## src/rtl/adder_req_issuer_pkg.sv

```systemverilog
// Shared types and defaults for the adder request issuer.
package adder_issuer_pkg;
  localparam int DEF_DW      = 1;
  localparam int DEF_DEPTH   = 4;
  localparam int DEF_TIMEOUT = 16;
  localparam int CNT_W       = 8;

  typedef enum logic [1:0] {IDLE, REQ, WAIT_DONE} state_t;
endpackage

```

## src/rtl/adder_req_issuer_sync_2ff.sv

```systemverilog
// Two-flop synchronizer, reset to zero.
module sync_2ff #(
  parameter int W = 1
) (
  input  logic         i_clk,
  input  logic         i_rst,
  input  logic [W-1:0] i_d,
  output logic [W-1:0] o_q
);
  logic [W-1:0] r_meta;
  logic [W-1:0] r_sync;

  always_ff @(posedge i_clk or posedge i_rst) begin
    if (i_rst) begin
      r_meta <= '0;
      r_sync <= '0;
    end else begin
      r_meta <= i_d;
      r_sync <= r_meta;
    end
  end

  assign o_q = r_sync;
endmodule

```

## src/rtl/adder_req_issuer.sv

```systemverilog
// Buffers operand pairs and issues them one at a time on the req/busy handshake,
// aborting a request that the consumer never accepts.
module adder_req_issuer
  import adder_issuer_pkg::*;
#(
  parameter int DW      = DEF_DW,
  parameter int DEPTH   = DEF_DEPTH,
  parameter int TIMEOUT = DEF_TIMEOUT
) (
  input  logic             clk,
  input  logic             rst,
  input  logic             in_valid,
  output logic             in_ready,
  input  logic [DW-1:0]    in_a,
  input  logic [DW-1:0]    in_b,
  output logic             req,
  output logic [DW-1:0]    a,
  output logic [DW-1:0]    b,
  input  logic             busy,
  output logic [CNT_W-1:0] issued_cnt,
  output logic             err_timeout,
  output logic             idle
);
  localparam int AW = $clog2(DEPTH);
  localparam int PW = AW + 1;
  localparam int TW = $clog2(TIMEOUT);

  logic [2*DW-1:0] r_mem [DEPTH];
  logic [PW-1:0]   r_wr_ptr;
  logic [PW-1:0]   r_rd_ptr;
  state_t          r_state;
  logic            r_req;
  logic [DW-1:0]   r_a;
  logic [DW-1:0]   r_b;
  logic [TW-1:0]   r_tcnt;
  logic [CNT_W-1:0] r_cnt;
  logic            r_err;

  logic w_busy_s;
  logic w_full;
  logic w_empty;
  logic w_push;

  sync_2ff #(.W(1)) u_busy_sync (
    .i_clk (clk),
    .i_rst (rst),
    .i_d   (busy),
    .o_q   (w_busy_s)
  );

  // Extra pointer bit separates full from empty once the pointers wrap.
  assign w_empty = (r_wr_ptr == r_rd_ptr);
  assign w_full  = (r_wr_ptr[AW] != r_rd_ptr[AW]) &&
                   (r_wr_ptr[AW-1:0] == r_rd_ptr[AW-1:0]);
  assign w_push  = in_valid && !w_full;

  always_ff @(posedge clk) begin
    if (w_push) r_mem[r_wr_ptr[AW-1:0]] <= {in_a, in_b};
  end

  always_ff @(posedge clk or posedge rst) begin
    if (rst) r_wr_ptr <= '0;
    else if (w_push) r_wr_ptr <= r_wr_ptr + PW'(1);
  end

  // The head entry stays in the FIFO while requested; it leaves on accept or abort.
  always_ff @(posedge clk or posedge rst) begin
    if (rst) begin
      r_state  <= IDLE;
      r_req    <= 1'b0;
      r_a      <= '0;
      r_b      <= '0;
      r_tcnt   <= '0;
      r_rd_ptr <= '0;
      r_cnt    <= '0;
      r_err    <= 1'b0;
    end else begin
      case (r_state)
        IDLE: begin
          if (!w_empty && !w_busy_s) begin
            r_state    <= REQ;
            r_req      <= 1'b1;
            {r_a, r_b} <= r_mem[r_rd_ptr[AW-1:0]];
            r_tcnt     <= '0;
          end
        end
        REQ: begin
          if (w_busy_s) begin
            r_state  <= WAIT_DONE;
            r_req    <= 1'b0;
            r_rd_ptr <= r_rd_ptr + PW'(1);
            r_cnt    <= r_cnt + CNT_W'(1);
          end else if (r_tcnt == TW'(TIMEOUT - 1)) begin
            r_state  <= IDLE;
            r_req    <= 1'b0;
            r_rd_ptr <= r_rd_ptr + PW'(1);
            r_err    <= 1'b1;
          end else begin
            r_tcnt <= r_tcnt + TW'(1);
          end
        end
        WAIT_DONE: begin
          if (!w_busy_s) r_state <= IDLE;
        end
        default: r_state <= IDLE;
      endcase
    end
  end

  assign in_ready    = !w_full;
  assign req         = r_req;
  assign a           = r_a;
  assign b           = r_b;
  assign issued_cnt  = r_cnt;
  assign err_timeout = r_err;
  assign idle        = (r_state == IDLE) && w_empty;
endmodule

```

## config.mk

```make
export PLATFORM = sky130hd
export DESIGN_NAME = adder_req_issuer
export DESIGN_NICKNAME = d
export VERILOG_FILES = /design/src/rtl/adder_req_issuer_pkg.sv /design/src/rtl/adder_req_issuer_sync_2ff.sv /design/src/rtl/adder_req_issuer.sv
export SDC_FILE = /design/constraint.sdc
export NUM_CORES = 1
export LEC_CHECK = 0
export CAP_MARGIN = 20
export CORE_AREA = 2 2 57 59
export DETAILED_ROUTE_END_ITERATION = 8
export DIE_AREA = 0 0 59 61
export GPL_TIMING_DRIVEN = 0
export PLACE_DENSITY = 0.82
export SYNTH_ARGS = -nofsm -noshare
export SYNTH_HDL_FRONTEND = slang
export SYNTH_SLANG_ARGS = --single-unit
```

## constraint.sdc

```tcl
create_clock -name clk -period 2.5 [get_ports clk]
set_input_delay 0.5 -clock clk [delete_from_list [all_inputs] [get_ports clk]]
set_output_delay 0.5 -clock clk [all_outputs]
set_load 0.02 [all_outputs]
```

==> results.toml, run 1 <==
[outcome]
status = "completed"

[timing]
worst_pin_slew_ns = 0.976
slew_violations = 0
slew-limit-headroom_pct = 34.9
rsz0062_at_grt = "no"
period_needed_ns = 2.33
final.setup.tns_ns = 0
hold_viol_final = 0
clock_skew_ns = 0.0124
finalCritPeriodShare_pct = 93.3
max_freq_ghz = 0.429
finalSetupViolCount = 0

[logic_synthesis]
synth.distinct_cells = 35
synth-edff-count = 8
ys_ff_latch = 34
synth-seq-area-share_pct = 56.9
synth_area_leaders = "dfrtp_1, edfxtp_1, ha_1"
synth_area_um2 = 1570
synth.top_cell.area_share_pct = 41.6
synth_area_per_cell_um2 = 13.4
synth_area_leader_cell = "dfrtp_1"
syn-num-nets = 130
synth_cells = 117
yosys_warnings = 0
synthArstFlopShare_pct = 76.5
synth_top_flop_cell = "dfrtp_1"

[floorplan]
dieArea_um2 = 3600
std_cell_rows = 20
core_region_area_um2 = 2950
die_w_um = 59
initial_utilization_pct = 53.0
boundaryPins = 20
die_height_um = 61

[setup_path]
slowest_stage = "clkdlybuf4s50_1"
rr_startpoint = "r_tcnt[0]"
worstPathMaxFanout = 5
regToRegEndpoint = "r_rd_ptr[1]"
slowest_delay_ns = 0.60
startpoint_type = "register"
end_kind = "primary output"
reg2reg_slack_ns = 0.86
reg2reg_depth = 4
required_ns = 2.00
critPathTopFamily = "buffers and inverters"
worstPathArrival_ns = 1.83
crit_chain = "xnor2_2, buf_4, nand3_1, clkdlybuf4s50_1"
path_buf_inv = 2
crit_type = "reg -> out"

[final_layout]
final_util_pct = 63.0
area_growth_pct = 18.8
regArea_um2 = 891
drive_above_1_share_pct = 15.1
stdcell_count = 179
antennaDiodeCount = 0
num-fill-cells = 249
nets = 158
multi_input_area_um2 = 643
stdcell_area_um2 = 1860

[power]
ir_drop_uv = 692
p_per_area_nw_per_um2 = 1160
p_int_w = 0.00134
power_w = 0.00216
p_switching_w = 0.000820
p_leak_nw = 0.831
power.share.sequential_pct = 42.8
switching_share_pct = 37.9
comb_power_share_pct = 44.0
power_frac_clock_pct = 13.2

[placement]
place_inst = 169
placement.io_buffers = 19
place_area_um2 = 1800
dp_hpwl_mm = 2.06
gp_congestion = 0.779

[routing]
firstDrtPassIters = 4
drc = 0
wire_per_inst_um = 15.4
drt_iter0_drc = 60
vias_per_cell = 5.46
wl_mm = 2.75
vias = 977
ant_nets = 0

[clock_tree]
clockBufferDepth = 2
clk_latency_ns = 0.34
cts_root_buf = "clkbuf_4"
tritoncts = "done"
htreeDepth = 2
numCtsBuffers = 5
clkTransAtPathRegs_ns = 0.09
clock-sinks = 34

[min_path]
hold_class = "reg -> reg"
hp-start = "u_busy_sync.r_meta"
holdPathStages = 0
holdPathEnd = "u_busy_sync.o_q"

[run]
maxCapViolCount = 0

[global_route]
antenna_found_initial = 0
grt_pass1_vias = 985
grt_pass1_wl_mm = 4.62
grt_max_degree = 27
grt.total_usage_pct = 18.1
overflow = 0
flip-flops by register name (all words and copies together) (netlist names):
name,count
r_mem,8
r_wr_ptr,3
r_rd_ptr,3
u_busy_sync.r_meta,1
r_tcnt,4
r_state,2
req,1
u_busy_sync.o_q,1
b,1
a,1
err_timeout,1
issued_cnt,8
cell usage after synthesis (all sizes together), types with 2 or more instances:
library cell  count
xor2              7
nand3b            2
edfxtp            8
nor3              4
and2              4
nor4              2
mux2              4
inv               7
nor2b             2
a31oi             3
mux4              2
nand3             4
nor2              3
nand2             6
xnor2             7
dfrtp            26
o21ai             4
nand2b            2
a21o              2
ha                7
power by group through the flow:
stage	Combinational, W	Sequential (W)	Clock [W]
after floorplan	0.000559	0.000972	0
after global placement	0.000858	0.000920	0
after detailed placement	0.000917	0.000939	0
after CTS	0.000968	0.000928	0.000292
after global routing	0.00105	0.000949	0.000310
final	0.000953	0.000925	0.000286
metrics by stage:
| step | hold WS (ns) | worst slack (ns) |
|---|---|---|
| after global placement | 0.337 | 0.255 |
| after detailed placement | 0.344 | 0.208 |
| after CTS | 0.365 | 0.155 |
| final | 0.365 | 0.168 |
| after floorplan | 0.331 | 0.653 |
| after global routing | 0.374 | 0.108 |
per-layer routing:
metal | up-vias | wire length (µm) | track usage, % | part of all wire (%)
met1 | 484 | 1150 | 22.5 | 42
met3 | 7 | 101 | 4.48 | 3.7
li1 | 469 | - | - | -
met4 | 0 | 63 | 9.74 | 2.3
met5 | - | 0 | 0 | 0
met2 | 17 | 1440 | 29.2 | 52
layout by cell type (no fill, tap or decap), types with 3 or more instances in the layout:
master / instances
o21ai_0: 4
nand3_1: 4
mux2_2: 4
xor2_1: 6
xnor2_1: 5
nor3_1: 4
inv_1: 7
nand2_1: 6
clkdlybuf4s50_1: 18
edfxtp_1: 8
clkbuf_1: 3
dfrtp_1: 26
and2_2: 3
clkbuf_4: 5
ha_1: 7
nor2_1: 3
timing repair:
| item | CTS | global route |
|---|---|---|
| gates resized for setup | 1 | 0 |
| setup buffers | 2 | 0 |
| endpoints found under the setup margin | 1 | 0 |
| hold buffers | 0 | 0 |
kinds of logic (layout without fill, tap and decap cells):
group / count (synthesis) / count (layout) / synth area share [%]
adder cells (fa/ha/maj): 7 / 7 / 5.60
buffers and inverters: 8 / 37 / 2.00
multiplexers: 7 / 7 / 6.87
AO/OA/AOI/OAI: 14 / 14 / 6.87
XOR/XNOR: 14 / 14 / 9.27
flip-flops: 34 / 34 / 56.9
AND/OR/NAND/NOR: 33 / 33 / 12.5
cell type report:
cell class | instances | area share [%]
flip-flops and latches | 34 | 47.9
well taps | 33 | 2.22
clock buffers | 8 | 2.62
plain buffers | 1 | 0.269
multi-input cells | 75 | 34.6
inverters | 7 | 1.41
repair buffers | 21 | 11.0
worst max path at each step:
stage	endpoint	from	cells past startpoint	slack, ns
final	in_ready	r_rd_ptr[0]	4	0.17
after global routing	idle	r_rd_ptr[2]	4	0.11
after CTS	in_ready	r_rd_ptr[0]	4	0.15
after detailed placement	idle	r_rd_ptr[0]	4	0.21
after global placement	idle	r_rd_ptr[0]	4	0.25
after floorplan	idle	r_rd_ptr[0]	3	0.65
No activity file was read; power rests on OpenSTA's default activity.
==> inputs of run 2 (changes only) <==
Settings changed: SYNTH_HIERARCHICAL set to 1.
==> run 2 against run 1 <==
Flip-flop and latch count is the same. Non-clock buffer count is 2 lower. Worst hold slack got worse by 0.036 ns. Via count shrank 6.9%. Synthesized cell count is 3.4% lower. Combinational power fell by 0.4%. Count of clock-buffer cells in the layout is 3 lower. Total power rose by 10%. Largest cell class unchanged. Wire length down 14%. Synthesized area rose by 0.24%. Largest power group unchanged. First-iteration DRC count shrank 15%. Critical path depth decreased by 1.
==> results.toml, run 2 <==
[floorplan]
die_w_um = 59
boundaryPins = 20
std_cell_rows = 20
dieArea_um2 = 3600
die_height_um = 61
initial_utilization_pct = 53.1
core_region_area_um2 = 2950

[clock_tree]
numCtsBuffers = 5
clockBufferDepth = 2
clkTransAtPathRegs_ns = 0.10
tritoncts = "done"
clock-sinks = 34
htreeDepth = 2
cts_setup_buffers = 0
clk_latency_ns = 0.34
cts_root_buf = "clkbuf_4"

[timing]
slew_violations = 0
finalSetupViolCount = 0
hold_viol_final = 0
slew-limit-headroom_pct = 40.5
final.setup.tns_ns = 0
rsz0062_at_grt = "no"
max_freq_ghz = 0.436
worst_pin_slew_ns = 0.891
finalCritPeriodShare_pct = 91.8
worst_slack_ns = 0.206
period_needed_ns = 2.29
clock_skew_ns = 0.00647
holdWs_ns = 0.328

[logic_synthesis]
synth_area_leaders = "dfrtp_1, edfxtp_1, ha_1"
synth_area_um2 = 1570
synthArstFlopShare_pct = 76.5
synth.most_common_cell = "dfrtp_1"
synth.distinct_cells = 36
synth_area_leader_cell = "dfrtp_1"
syn-num-nets = 126
synth-edff-count = 8
synth-seq-area-share_pct = 56.8
synth.top_cell.area_share_pct = 41.5
netlist_top_cells_count = "dfrtp_1, edfxtp_1, xnor2_1"
ys_ff_latch = 34
synth_cells = 113
synth_area_per_cell_um2 = 13.9
synth_top_flop_cell = "dfrtp_1"
yosys_warnings = 6

[final_layout]
final_common_cell = "dfrtp_1"
antennaDiodeCount = 0
nets = 152
final_cell_mix = "dfrtp_1, clkdlybuf4s50_1, xnor2_1, edfxtp_1"
stdcell_count = 173
area_growth_pct = 21.8
drive_above_1_share_pct = 14.3

[power]
p_per_area_nw_per_um2 = 1250
power_w = 0.00238
ir_drop_uv = 760
p_leak_nw = 0.839

[global_route]
grt_pass1_wl_mm = 4.14
grt_pass1_vias = 930
use_met1_pct = 18.7
met3_usage_pct = 5.97
grt.busiest_layer = "met2"
overflow = 0
grt.total_usage_pct = 16.4
antenna_found_initial = 0
grt_max_degree = 25
gr-usage-met2_pct = 26.5

[placement]
place_inst = 165
placement.io_buffers = 19
pre_cts_slack_ns = 0.291
gp_congestion = 0.719
dp_hpwl_mm = 1.71

[min_path]
hold_class = "in -> async"

[routing]
wire_per_inst_um = 13.7
firstDrtPassIters = 3
vias_per_cell = 5.26
wl_mm = 2.37
ant_nets = 0
drt_iter0_drc = 51
drc = 0
vias = 910

[run]
maxCapViolCount = 0

[setup_path]
worstPathMaxFanout = 5
crit_type = "reg -> out"
startpoint_type = "register"
end_kind = "primary output"
required_ns = 2.00
worstPathArrival_ns = 1.79
rr_startpoint = "r_tcnt[0]"
setup.worst_path.start = "r_rd_ptr[0]"

[outcome]
status = "completed"
-- run 2: changes by cell type after synthesis, sizes merged, moves of 2 or more --
cell | before | now
o22ai | 0 | 2
nor2b | 2 | 0
and2b | 0 | 2
nor2 | 3 | 1
nand3b | 2 | 0
nor3 | 4 | 2
xnor2 | 7 | 10
o21ai | 4 | 2
or3 | 0 | 2
nor4 | 2 | 0
nand3 | 4 | 6
-- run 2: cell type report --
class | count | area (µm²)
Tap cell | 33 | 41.3
Multi-Input combinational cell | 71 | 659
Fill cell | 221 | 1040
Clock buffer | 5 | 37.5
Clock inverter | 3 | 63.8
Inverter | 7 | 26.3
Buffer | 1 | 3.75
Timing Repair Buffer | 19 | 189
Sequential cell | 34 | 891
-- run 2: per-stage QoR --
step | area [µm²] | util [%]
4_1_cts | 1910 | 64.7
6_report | 1910 | 64.7
3_3_place_gp | 1800 | 61.0
5_1_grt | 1910 | 64.7
2_1_floorplan | 1570 | -
3_5_place_dp | 1800 | 61.0
-- run 2: worst paths after layout --
check / cells past startpoint / to / slack (ns)
setup / recovery: 3 / in_ready / 0.21
max in group asynchronous: 2 / r_rd_ptr[1] / 1.27
hold / removal: 2 / u_busy_sync/r_meta / 0.33
hold reg to reg: 0 / u_busy_sync/o_q / 0.38
min in group clk: 0 / u_busy_sync/o_q / 0.38
setup reg to reg: 5 / r_tcnt[2] / 0.82
-- run 2: logic make-up after synthesis --
logic type | Yosys count | share of synthesized area (%)
flops | 34 | 56.8
simple gates | 30 | 11.6
compound gates | 11 | 6.70
xor+xnor | 16 | 10.6
mux | 7 | 6.86
fa+ha+maj | 7 | 5.58
buf+inv | 8 | 1.91
-- run 2: worst max-delay path, stage by stage (launching register included) --
cell	delay, ns
dfrtp_1	0.51
xnor2_4	0.31
nand3_1	0.10
clkdlybuf4s50_1	0.55
-- run 2: power breakdown --
part | switching (W) | internal, W | total, W
clock network | 0.000180 | 0.000308 | 0.000488
logic | 0.000456 | 0.000493 | 0.000949
registers | 0.000199 | 0.000746 | 0.000945
-- run 2: repair_timing --
| item | CTS | global route |
|---|---|---|
| setup endpoints to repair | 1 | 0 |
| gates resized for setup | 2 | 0 |
| hold buffers | 0 | 0 |
-- run 2: layer usage --
metal  vias up  share of wire, %  wire length (µm)
met1       440                44              1040
li1        447                 -                 -
met3         8               4.9               117
met4         0               2.3                55
met2        15                49              1160
met5         -                 0                 0
==> inputs of run 3 (changes only) <==
Settings changed: CORE_AREA 2 2 57 59 to 2 2 75 77, DIE_AREA 0 0 59 61 to 0 0 77 79, PLACE_DENSITY 0.82 to 0.53.
==> run 3 against run 2 <==
First-iteration DRC count rose by 25%. Die area grew 69%. Critical path depth stayed put. Setup slack improved by 0.027 ns. Total power down 4.1%. Combinational power shrank 0.4%. Largest power group is now registers. Critical endpoint unchanged. Clock skew fell by 0.0019 ns. Utilization is 28 points lower. Via count rose by 3.3%. Critical path type unchanged. Worst hold slack gained 0.037 ns. Non-clock buffer count stayed put.
==> results.toml, run 3 (same netlist as run 2, synthesis figures left out) <==
[outcome]
status = "completed"

[routing]
drt_iter0_drc = 64
wire_per_inst_um = 12.3
vias_per_cell = 4.43
ant_nets = 0
drc = 0
vias = 940
wl_mm = 2.61
firstDrtPassIters = 4

[timing]
clock_skew_ns = 0.00458
max_freq_ghz = 0.441
final.setup.tns_ns = 0
rsz0062_at_grt = "no"
finalSetupViolCount = 0
slew-limit-headroom_pct = 37.8
hold_viol_final = 0
worst_pin_slew_ns = 0.932
finalCritPeriodShare_pct = 90.7
period_needed_ns = 2.27
holdWs_ns = 0.365
slew_violations = 0

[global_route]
overflow = 0
met3_usage_pct = 3.75
grt.busiest_layer = "met2"
gr-usage-met2_pct = 16.0
grt_max_degree = 25
grt_pass1_vias = 949
grt.total_usage_pct = 9.86
use_met1_pct = 11.5
antenna_found_initial = 0
grt_pass1_wl_mm = 4.55

[floorplan]
std_cell_rows = 27
dieArea_um2 = 6080
die_height_um = 79
boundaryPins = 20
core_region_area_um2 = 5340
die_w_um = 77
initial_utilization_pct = 29.4

[clock_tree]
cts_root_buf = "clkbuf_8"
ctsHoldBuffers = 0
clk_latency_ns = 0.29
numCtsBuffers = 5
htreeDepth = 2
clockBufferDepth = 2
tritoncts = "done"
clkTransAtPathRegs_ns = 0.07
clock-sinks = 34

[setup_path]
required_ns = 2.00
regToRegEndpoint = "a"
startpoint_type = "register"
reg2reg_depth = 3
crit_type = "reg -> out"
rr_startpoint = "r_state[0]"
crit_path_end = "in_ready"
setup.worst_path.start = "r_rd_ptr[0]"
end_kind = "primary output"
worstPathArrival_ns = 1.77
reg2reg_slack_ns = 0.83
worstPathMaxFanout = 5

[min_path]
hold_class = "reg -> reg"

[power]
p_switching_w = 0.000854
p_per_area_nw_per_um2 = 1180
ir_drop_uv = 378
p_leak_nw = 0.829
switching_share_pct = 37.4
power_frac_clock_pct = 17.0
power.share.sequential_pct = 41.6
comb_power_share_pct = 41.4
p_int_w = 0.00143

[run]
maxCapViolCount = 0

[final_layout]
nets = 152
antennaDiodeCount = 0
area_growth_pct = 23.7
drive_above_1_share_pct = 13.6
final_common_cell = "dfrtp_1"
final_cell_mix = "dfrtp_1, clkdlybuf4s50_1, xnor2_1, edfxtp_1"

[placement]
placement.io_buffers = 19
dp_hpwl_mm = 1.97
gp_congestion = 0.737
==> run 3: changes by cell type in the layout (fill, tap and decap cells not counted) <==
cell	change
clkbuf_4	-5
clkbuf_8	+5
bufinv_16	-2
clkbuf_1	+1
clkinv_2	+1
==> run 3: power by group through the flow <==
stage	Clock (W)	Combinational, W	Sequential (W)
finish	0.000389	0.000945	0.000950
global route	0.000437	0.00103	0.000982
CTS	0.000404	0.000967	0.000953
floorplan	0	0.000595	0.000990
global placement	0	0.000922	0.000944
detailed placement	0	0.000955	0.000952
==> run 3: per-stage QoR <==
step | cells | utilization [%] | power [W] | setup WS [ns] | instance area (µm²)
6_report | 212 | 36.4 | 0.00228 | 0.232 | 1940
5_1_grt | 212 | 36.4 | 0.00245 | 0.163 | 1940
4_1_cts | 212 | 36.4 | 0.00232 | 0.218 | 1940
3_5_place_dp | 204 | 34.6 | 0.00191 | 0.232 | 1850
3_3_place_gp | 204 | 34.6 | 0.00187 | 0.239 | 1850
2_1_floorplan | 113 | - | 0.00158 | 0.652 | 1570
==> run 3: final cells by class <==
type,instances,area [µm²]
Fill cell,548,3400
Sequential cell,34,891
Multi-Input combinational cell,71,659
Timing Repair Buffer,19,189
Tap cell,72,90.1
Clock buffer,6,72.6
Inverter,7,26.3
Clock inverter,2,8.76
Buffer,1,3.75
==> run 3: worst min path at each step <==
stage | from | endpoint | slack [ns] | cells past startpoint
global route | u_busy_sync/r_meta | u_busy_sync/o_q | 0.38 | 0
detailed placement | u_busy_sync/r_meta | u_busy_sync/o_q | 0.35 | 0
CTS | u_busy_sync/r_meta | u_busy_sync/o_q | 0.37 | 0
global placement | u_busy_sync/r_meta | u_busy_sync/o_q | 0.34 | 0
floorplan | rst | u_busy_sync/o_q | 0.24 | 1
finish | u_busy_sync/r_meta | u_busy_sync/o_q | 0.36 | 0
==> run 3: routing by layer <==
layer	up-vias	routed length [µm]
met5	-	0
met4	0	49
met3	6	143
met2	21	1280
met1	463	1130
li1	450	-
==> run 3: critical path, stage by stage (launching register included) <==
cell and delay, ns:
dfrtp_1 0.51, xnor2_4 0.30, nand3_1 0.12, clkdlybuf4s50_1 0.55
==> run 3: timing repair <==
item | 4_1_cts | 5_1_grt
setup buffers | 0 | 0
resized for setup | 2 | 0
setup endpoints to repair | 1 | 0
